[src/rtl/fpga_msg_tx_pkg.sv]
// Shared definitions for the FPGA<->PC message stream: word tags, status-word
// field positions and a constant log2 helper. The PC-side demux imports this too.
package fpga_msg_tx_pkg;

    localparam logic [1:0] TAG_CONT = 2'b00;
    localparam logic [1:0] TAG_EOF  = 2'b01;
    localparam logic [1:0] TAG_REC  = 2'b10;
    localparam logic [1:0] TAG_STAT = 2'b11;

    localparam int STAT_ERR_BIT  = 2;
    localparam int STAT_OVR_BIT  = 3;
    localparam int STAT_SEEN_BIT = 4;
    localparam int SEQ_W         = 20;

    typedef enum logic [1:0] {
        ST_IDLE,
        ST_REC,
        ST_EOF,
        ST_STAT
    } tx_state_e;

    // Smallest r with 2**r >= v.
    function automatic int log2(input int v);
        int r;
        r = 0;
        while ((1 << r) < v) r = r + 1;
        return r;
    endfunction

endpackage

[src/rtl/fpga_msg_status_timer.sv]
// Periodic status timer plus error edge detection; owns the status-pending,
// error-trigger and sticky error-seen flags.
module fpga_msg_status_timer
    import fpga_msg_tx_pkg::*;
#(
    parameter int STATUS_PERIOD = 65536
) (
    input  logic bus_clk,
    input  logic reset,
    input  logic error,
    input  logic stat_sent,
    output logic status_pending,
    output logic err_trig,
    output logic err_seen
);

    localparam int CNT_W = (log2(STATUS_PERIOD) < 1) ? 1 : log2(STATUS_PERIOD);

    logic [CNT_W-1:0] cnt_q, cnt_d;
    logic pend_q, pend_d;
    logic trig_q, trig_d;
    logic seen_q, seen_d;
    logic err_prev_q, err_prev_d;
    logic wrap, err_rise;

    // A new request on the same cycle as an emission wins over the clear.
    always_comb begin
        wrap       = &cnt_q;
        err_rise   = error & ~err_prev_q;
        cnt_d      = cnt_q + 1'b1;
        err_prev_d = error;
        pend_d     = (pend_q & ~stat_sent) | wrap | err_rise;
        trig_d     = (trig_q & ~stat_sent) | err_rise;
        seen_d     = seen_q | err_rise;
    end

    always_ff @(posedge bus_clk or posedge reset) begin
        if (reset) begin
            cnt_q      <= '0;
            pend_q     <= 1'b0;
            trig_q     <= 1'b0;
            seen_q     <= 1'b0;
            err_prev_q <= 1'b0;
        end else begin
            cnt_q      <= cnt_d;
            pend_q     <= pend_d;
            trig_q     <= trig_d;
            seen_q     <= seen_d;
            err_prev_q <= err_prev_d;
        end
    end

    assign status_pending = pend_q;
    assign err_trig       = trig_q;
    assign err_seen       = seen_q;

endmodule

[src/rtl/fpga_msg_tx.sv]
// FPGA-to-PC message transmitter: serialises FWFT result records into tagged
// words and interleaves EOF and status words, under host almost-full control.
module fpga_msg_tx
    import fpga_msg_tx_pkg::*;
#(
    parameter int XB_SIZE       = 32,
    parameter int REC_SIZE      = 90,
    parameter int N_FRAME_SIZE  = 20,
    parameter int STATUS_PERIOD = 65536
) (
    input  logic                    bus_clk,
    input  logic                    reset,
    input  logic                    rec_empty,
    input  logic [REC_SIZE-1:0]     rec,
    output logic                    rec_ack,
    input  logic                    eof,
    input  logic [N_FRAME_SIZE-1:0] n_frame,
    input  logic                    error,
    input  logic                    fpga_msg_full,
    output logic                    fpga_msg_valid,
    output logic [XB_SIZE-1:0]      fpga_msg
);

    localparam int P      = XB_SIZE - 2;
    localparam int N_WORD = REC_SIZE / P;
    localparam int IDX_W  = (N_WORD > 1) ? log2(N_WORD) : 1;

    tx_state_e              state_q, state_d;
    logic [REC_SIZE-1:0]    sr_q, sr_d;
    logic [IDX_W-1:0]       idx_q, idx_d;
    logic [SEQ_W-1:0]       seq_q, seq_d;
    logic                   eof_pend_q, eof_pend_d;
    logic                   ovr_q, ovr_d;
    logic [N_FRAME_SIZE-1:0] nframe_q, nframe_d;
    logic                   valid_q, valid_d;
    logic [XB_SIZE-1:0]     msg_q, msg_d;

    logic status_pending, err_trig, err_seen;
    logic stat_sent, eof_sent;

    fpga_msg_status_timer #(
        .STATUS_PERIOD (STATUS_PERIOD)
    ) u_timer (
        .bus_clk        (bus_clk),
        .reset          (reset),
        .error          (error),
        .stat_sent      (stat_sent),
        .status_pending (status_pending),
        .err_trig       (err_trig),
        .err_seen       (err_seen)
    );

    always_comb begin
        state_d   = state_q;
        sr_d      = sr_q;
        idx_d     = idx_q;
        seq_d     = seq_q;
        valid_d   = 1'b0;
        msg_d     = msg_q;
        rec_ack   = 1'b0;
        stat_sent = 1'b0;
        eof_sent  = 1'b0;

        case (state_q)
            ST_IDLE: begin
                if (!fpga_msg_full) begin
                    if (status_pending && err_trig) begin
                        state_d = ST_STAT;
                    end else if (eof_pend_q) begin
                        state_d = ST_EOF;
                    end else if (!rec_empty) begin
                        // Word 0 leaves on the ack edge; the rest come from the shifter.
                        rec_ack = 1'b1;
                        sr_d    = rec >> P;
                        valid_d = 1'b1;
                        msg_d   = {rec[P-1:0], TAG_REC};
                        if (N_WORD == 1) begin
                            seq_d = seq_q + 1'b1;
                        end else begin
                            idx_d   = IDX_W'(1);
                            state_d = ST_REC;
                        end
                    end else if (status_pending) begin
                        state_d = ST_STAT;
                    end
                end
            end
            ST_REC: begin
                if (!fpga_msg_full) begin
                    valid_d = 1'b1;
                    msg_d   = {sr_q[P-1:0], TAG_CONT};
                    sr_d    = sr_q >> P;
                    idx_d   = idx_q + 1'b1;
                    if (idx_q == IDX_W'(N_WORD - 1)) begin
                        seq_d   = seq_q + 1'b1;
                        idx_d   = '0;
                        state_d = ST_IDLE;
                    end
                end
            end
            ST_EOF: begin
                if (!fpga_msg_full) begin
                    valid_d  = 1'b1;
                    msg_d    = '0;
                    msg_d[XB_SIZE-1 -: N_FRAME_SIZE] = nframe_q;
                    msg_d[1:0] = TAG_EOF;
                    eof_sent = 1'b1;
                    state_d  = ST_IDLE;
                end
            end
            ST_STAT: begin
                if (!fpga_msg_full) begin
                    valid_d   = 1'b1;
                    msg_d     = '0;
                    msg_d[1:0]           = TAG_STAT;
                    msg_d[STAT_ERR_BIT]  = error;
                    msg_d[STAT_OVR_BIT]  = ovr_q;
                    msg_d[STAT_SEEN_BIT] = err_seen;
                    msg_d[XB_SIZE-1 -: SEQ_W] = seq_q;
                    stat_sent = 1'b1;
                    state_d   = ST_IDLE;
                end
            end
            default: state_d = ST_IDLE;
        endcase

        if (reset) rec_ack = 1'b0;

        // A fresh eof on the emission cycle re-arms the flag without counting as overrun.
        eof_pend_d = eof | (eof_pend_q & ~eof_sent);
        ovr_d      = ovr_q | (eof & eof_pend_q & ~eof_sent);
        nframe_d   = eof ? n_frame : nframe_q;
    end

    always_ff @(posedge bus_clk or posedge reset) begin
        if (reset) begin
            state_q    <= ST_IDLE;
            sr_q       <= '0;
            idx_q      <= '0;
            seq_q      <= '0;
            eof_pend_q <= 1'b0;
            ovr_q      <= 1'b0;
            nframe_q   <= '0;
            valid_q    <= 1'b0;
            msg_q      <= '0;
        end else begin
            state_q    <= state_d;
            sr_q       <= sr_d;
            idx_q      <= idx_d;
            seq_q      <= seq_d;
            eof_pend_q <= eof_pend_d;
            ovr_q      <= ovr_d;
            nframe_q   <= nframe_d;
            valid_q    <= valid_d;
            msg_q      <= msg_d;
        end
    end

    assign fpga_msg_valid = valid_q;
    assign fpga_msg       = msg_q;

endmodule

[config.mk]
export PLATFORM = sky130hd
export DESIGN_NAME = fpga_msg_tx
export DESIGN_NICKNAME = d
export VERILOG_FILES = /design/src/rtl/fpga_msg_tx_pkg.sv /design/src/rtl/fpga_msg_status_timer.sv /design/src/rtl/fpga_msg_tx.sv
export SDC_FILE = /design/constraint.sdc
export NUM_CORES = 1
export LEC_CHECK = 0
export ABC_AREA = 1
export CORE_MARGIN = 1.5
export CORE_UTILIZATION = 28
export DETAILED_ROUTE_END_ITERATION = 8
export GPL_TIMING_DRIVEN = 0
export PLACE_DENSITY = 0.51
export SKIP_CTS_REPAIR_TIMING = 1
export SLEW_MARGIN = 20
export SYNTH_ARGS = -nofsm -noshare
export SYNTH_HDL_FRONTEND = slang
export SYNTH_SLANG_ARGS = --single-unit
[constraint.sdc]
create_clock -name bus_clk -period 9.5 [get_ports bus_clk]
set_input_delay 1.9 -clock bus_clk [delete_from_list [all_inputs] [get_ports bus_clk]]
set_output_delay 1.9 -clock bus_clk [all_outputs]
set_load 0.01 [all_outputs]
==> impl_metrics.csv <==
group,metric,value,unit
floorplan,die_x,167.2,um
status,status,"completed",
cts,clkSlewWorstSetupHoldPaths,0.06,ns
cts,clockRootBuffer,"clkbuf_16",
setup_path,max_stage_delay,0.59,ns
cts,cts_buffers,17,
job,cap_violations,0,
power_and_ir_drop,vdd_drop_max,0.1279,mV
floorplan,num_rows,59,
power_and_ir_drop,switching_share,36.65,%
setup_path,worstPathRequired,7.60,ns
power_and_ir_drop,cellPowerDensity,273.7,nW/um^2
grt,overflow,0,
routing,vias,6385,
sta,drv_slew,0,
floorplan,dieArea,27940,sq um
synth,synthArstFlopShare,100.0,%
sta,fmax,190.9,MHz
setup_path,cp-end-kind,"output pin",
power_and_ir_drop,seqPwrFrac,35.8,%
setup_path,arrival,3.34,ns
synth,avgSynthCellArea,8.104,sq um
cts,clock_latency,0.43,ns
power_and_ir_drop,pwr-share-comb,37.7,%
sta,fin_tns_setup,0,ns
routing,wirelength,21470,um
routing,first_iter_violations,371,
routing,drt-vias-per-instance,4.413,
sta,finalHoldViolCount,0,
setup_path,r2r_end,"fpga_msg[22]",
synth,ys_ff_latch,159,
finish,fillers,2735,
finish,synthToLayoutAreaGrowth,33.91,%
power_and_ir_drop,switchingPower,1.014,mW
power_and_ir_drop,p_leak,4.694,nW
min_path,min_path_cells,1,
power_and_ir_drop,p_int,1.752,mW
placed_design,hpwl,16220,um
power_and_ir_drop,power.total,2.765,mW
synth,synth_edf_count,0,
grt,grt_max_degree,90,
synth,synth_top_area_share,52.74,%
setup_path,worstSetupPathType,"in -> out",
cts,htreeDepth,4,
placed_design,io_buffers,148,
synth,syn_area,7545,sq um
sta,max_slew.worst_pin.slew,0.5513,ns
synth,yosysMostFrequentCell,"nand2_1",
sta,period_share,55.13,%
grt,antenna_found_initial,0,
sta,final.min_clock_period,5.237,ns
setup_path,worstPathMaxFanout,4,
routing,wl_per_cell,14.84,um
routing,postRouteAntennaNets,0,
synth,yosysUniqueCellTypes,32,
power_and_ir_drop,clock_power_share,26.4,%
routing,dr.pass1.iters,5,
min_path,min_from,"u_timer.cnt_q[0]",
sta,rsz0062_at_grt,"false",
cts,cts_sinks,159,
setup_path,worstReg2RegStart,"state_q[0]",
min_path,hold_class,"reg -> reg",
finish,final_nets,1222,
synth,synth_warnings,0,
setup_path,startpoint_type,"input port",
synth,syn_inst,931,
routing,post-route-drc-count,0,
floorplan,placeableCoreArea,26280,sq um
floorplan,die_h,167.2,um
synth,ys.flop_type,"dfrtp_1",
sta,slew-limit-headroom,63.25,%
floorplan,start_util,28.71,%
synth,synth_top_cell_by_area,"dfrtp_1",
setup_path,r2r_slack,7.42,ns
grt,grt_util_all_layers,15.85,%
cts,cts_tree,"done",
sta,holdWs,0.4526,ns
synth,synthTopCellsByArea,"dfrtp_1, nand2_1, o21ai_0, inv_1, nor2_1",
finish,drive_above_1_share,6.385,%
synth,syn-num-nets,1054,
floorplan,top_level_ports,150,
synth,ys_seq_area_share,52.74,%
setup_path,crit_chain,"clkdlybuf4s50_1 > nor2_1 > nand2_1 > nor4_1 > clkdlybuf4s50_1",
setup_path,r2r_cells,9,
sta,fin_skew,0.01132,ns
setup_path,crit_top_cell,"clkdlybuf4s50_1",
grt,grt_pass1_wl,34770,um
cts,max-clock-path-buffers,2,
min_path,whs_endpoint,"u_timer.cnt_q[0]",
sta,finalSetupViolations,0,
placed_design,globalplace.congestion,0.7953,
grt,grt_pass1_vias,6361,
synth,ys_top_cells_by_count,"nand2_1, dfrtp_1, inv_1",
finish,n_antenna_cell,0,
setup_path,cp_slowest_cell,"clkdlybuf4s50_1",
==> power groups by stage <==
stage               Sequential [mW]  Clock (mW)  Combinational (mW)
detailed placement             1.00           0                1.05
CTS                           0.991       0.747                1.06
global placement              0.997           0                1.05
floorplan                      1.00           0               0.632
global route                   1.02       0.772                1.19
finish                        0.991       0.731                1.04
==> cell usage in the layout (no fill, tap or decap), types with 2 or more instances in the layout <==
cell | Yosys | routed
buf_2 | 16 | 16
clkbuf_16 | 0 | 17
xor2_1 | 17 | 17
o211ai_1 | 19 | 19
nor2_2 | 3 | 3
o21ai_0 | 63 | 63
xnor2_1 | 8 | 8
nand3_1 | 38 | 38
dfrtp_1 | 159 | 159
o31ai_2 | 10 | 10
a21oi_1 | 2 | 2
inv_2 | 3 | 3
clkbuf_8 | 0 | 2
nand2_1 | 378 | 378
ha_1 | 7 | 7
nand4_1 | 5 | 5
nor2_1 | 55 | 55
o31ai_1 | 3 | 3
clkinv_1 | 2 | 2
inv_1 | 64 | 63
clkinvlp_4 | 0 | 2
clkbuf_1 | 25 | 28
nand3b_1 | 3 | 3
bufinv_16 | 0 | 4
buf_6 | 3 | 3
o22ai_1 | 20 | 20
clkdlybuf4s50_1 | 0 | 148
o21ai_1 | 13 | 13
nor3_1 | 7 | 7
clkinv_2 | 0 | 3
==> worst max-delay path by stage <==
stage | startpoint | endpoint | slack [ns]
2_1_floorplan | reset | eof_pend_q | 3.31
3_3_place_gp | reset | nframe_q[13] | 0.75
3_5_place_dp | rec_empty | rec_ack | 4.24
4_1_cts | rec_empty | rec_ack | 4.25
5_1_grt | rec_empty | rec_ack | 4.17
6_report | rec_empty | rec_ack | 4.26
==> state kept, by name, indices dropped and copies added (netlist names) <==
name	cells
u_timer.err_trig	1
eof_pend_q	1
u_timer.cnt_q	16
u_timer.err_seen	1
fpga_msg	32
nframe_q	20
fpga_msg_valid	1
sr_q	60
ovr_q	1
state_q	2
u_timer.status_pending	1
u_timer.err_prev_q	1
seq_q	20
idx_q	2
==> final cells by class <==
type                       instances  area, sq um  share of cell area, %
timing repair buffer             149         1509                  14.94
multi-input combinational        658         3092                  30.60
clock inverter                    10        158.9                  1.573
sequential                       159         3979                  39.38
clock buffer                      22        464.2                  4.594
buffer                            45        215.2                  2.130
tap                              335        419.2                  4.149
inverter                          69        266.5                  2.638
==> worst max-delay path, delay by kind of cell <==
kind / cells / cell delay, ns
buffers and inverters: 2 / 1.02
AND/OR/NAND/NOR: 3 / 0.42
==> kinds of logic after synthesis <==
family	after synthesis	share of synthesized area (%)
and+or+nand+nor	493	25.90
DFF	159	52.74
AOI/OAI and AO/OA	133	11.01
buffers and inverters	114	6.285
xor gates and xnor gates	25	2.902
adders and majority gates	7	1.161
==> metrics by stage <==
step,utilization [%],setup slack [ns],std cells,cell area (sq um)
floorplan,-,3.308,931,7545
global placement,35.94,0.7499,1414,9445
detailed placement,36.07,4.236,1415,9480
CTS,38.45,4.250,1447,10100
global route,38.45,4.175,1447,10100
finish,38.45,4.263,1447,10100
==> routing by layer <==
| metal | GRT usage [%] | wire length, um | up-vias | part of all wire (%) |
|---|---|---|---|---|
| li1 | - | - | 3310 | - |
| met1 | 23.19 | 11090 | 2942 | 52 |
| met2 | 24.12 | 9520 | 128 | 44 |
| met3 | 3.143 | 738 | 5 | 3.4 |
| met4 | 3.643 | 119 | 0 | 0.55 |
| met5 | 0 | 0 | - | 0 |
Note: power is estimated with default switching activity, not from simulation.
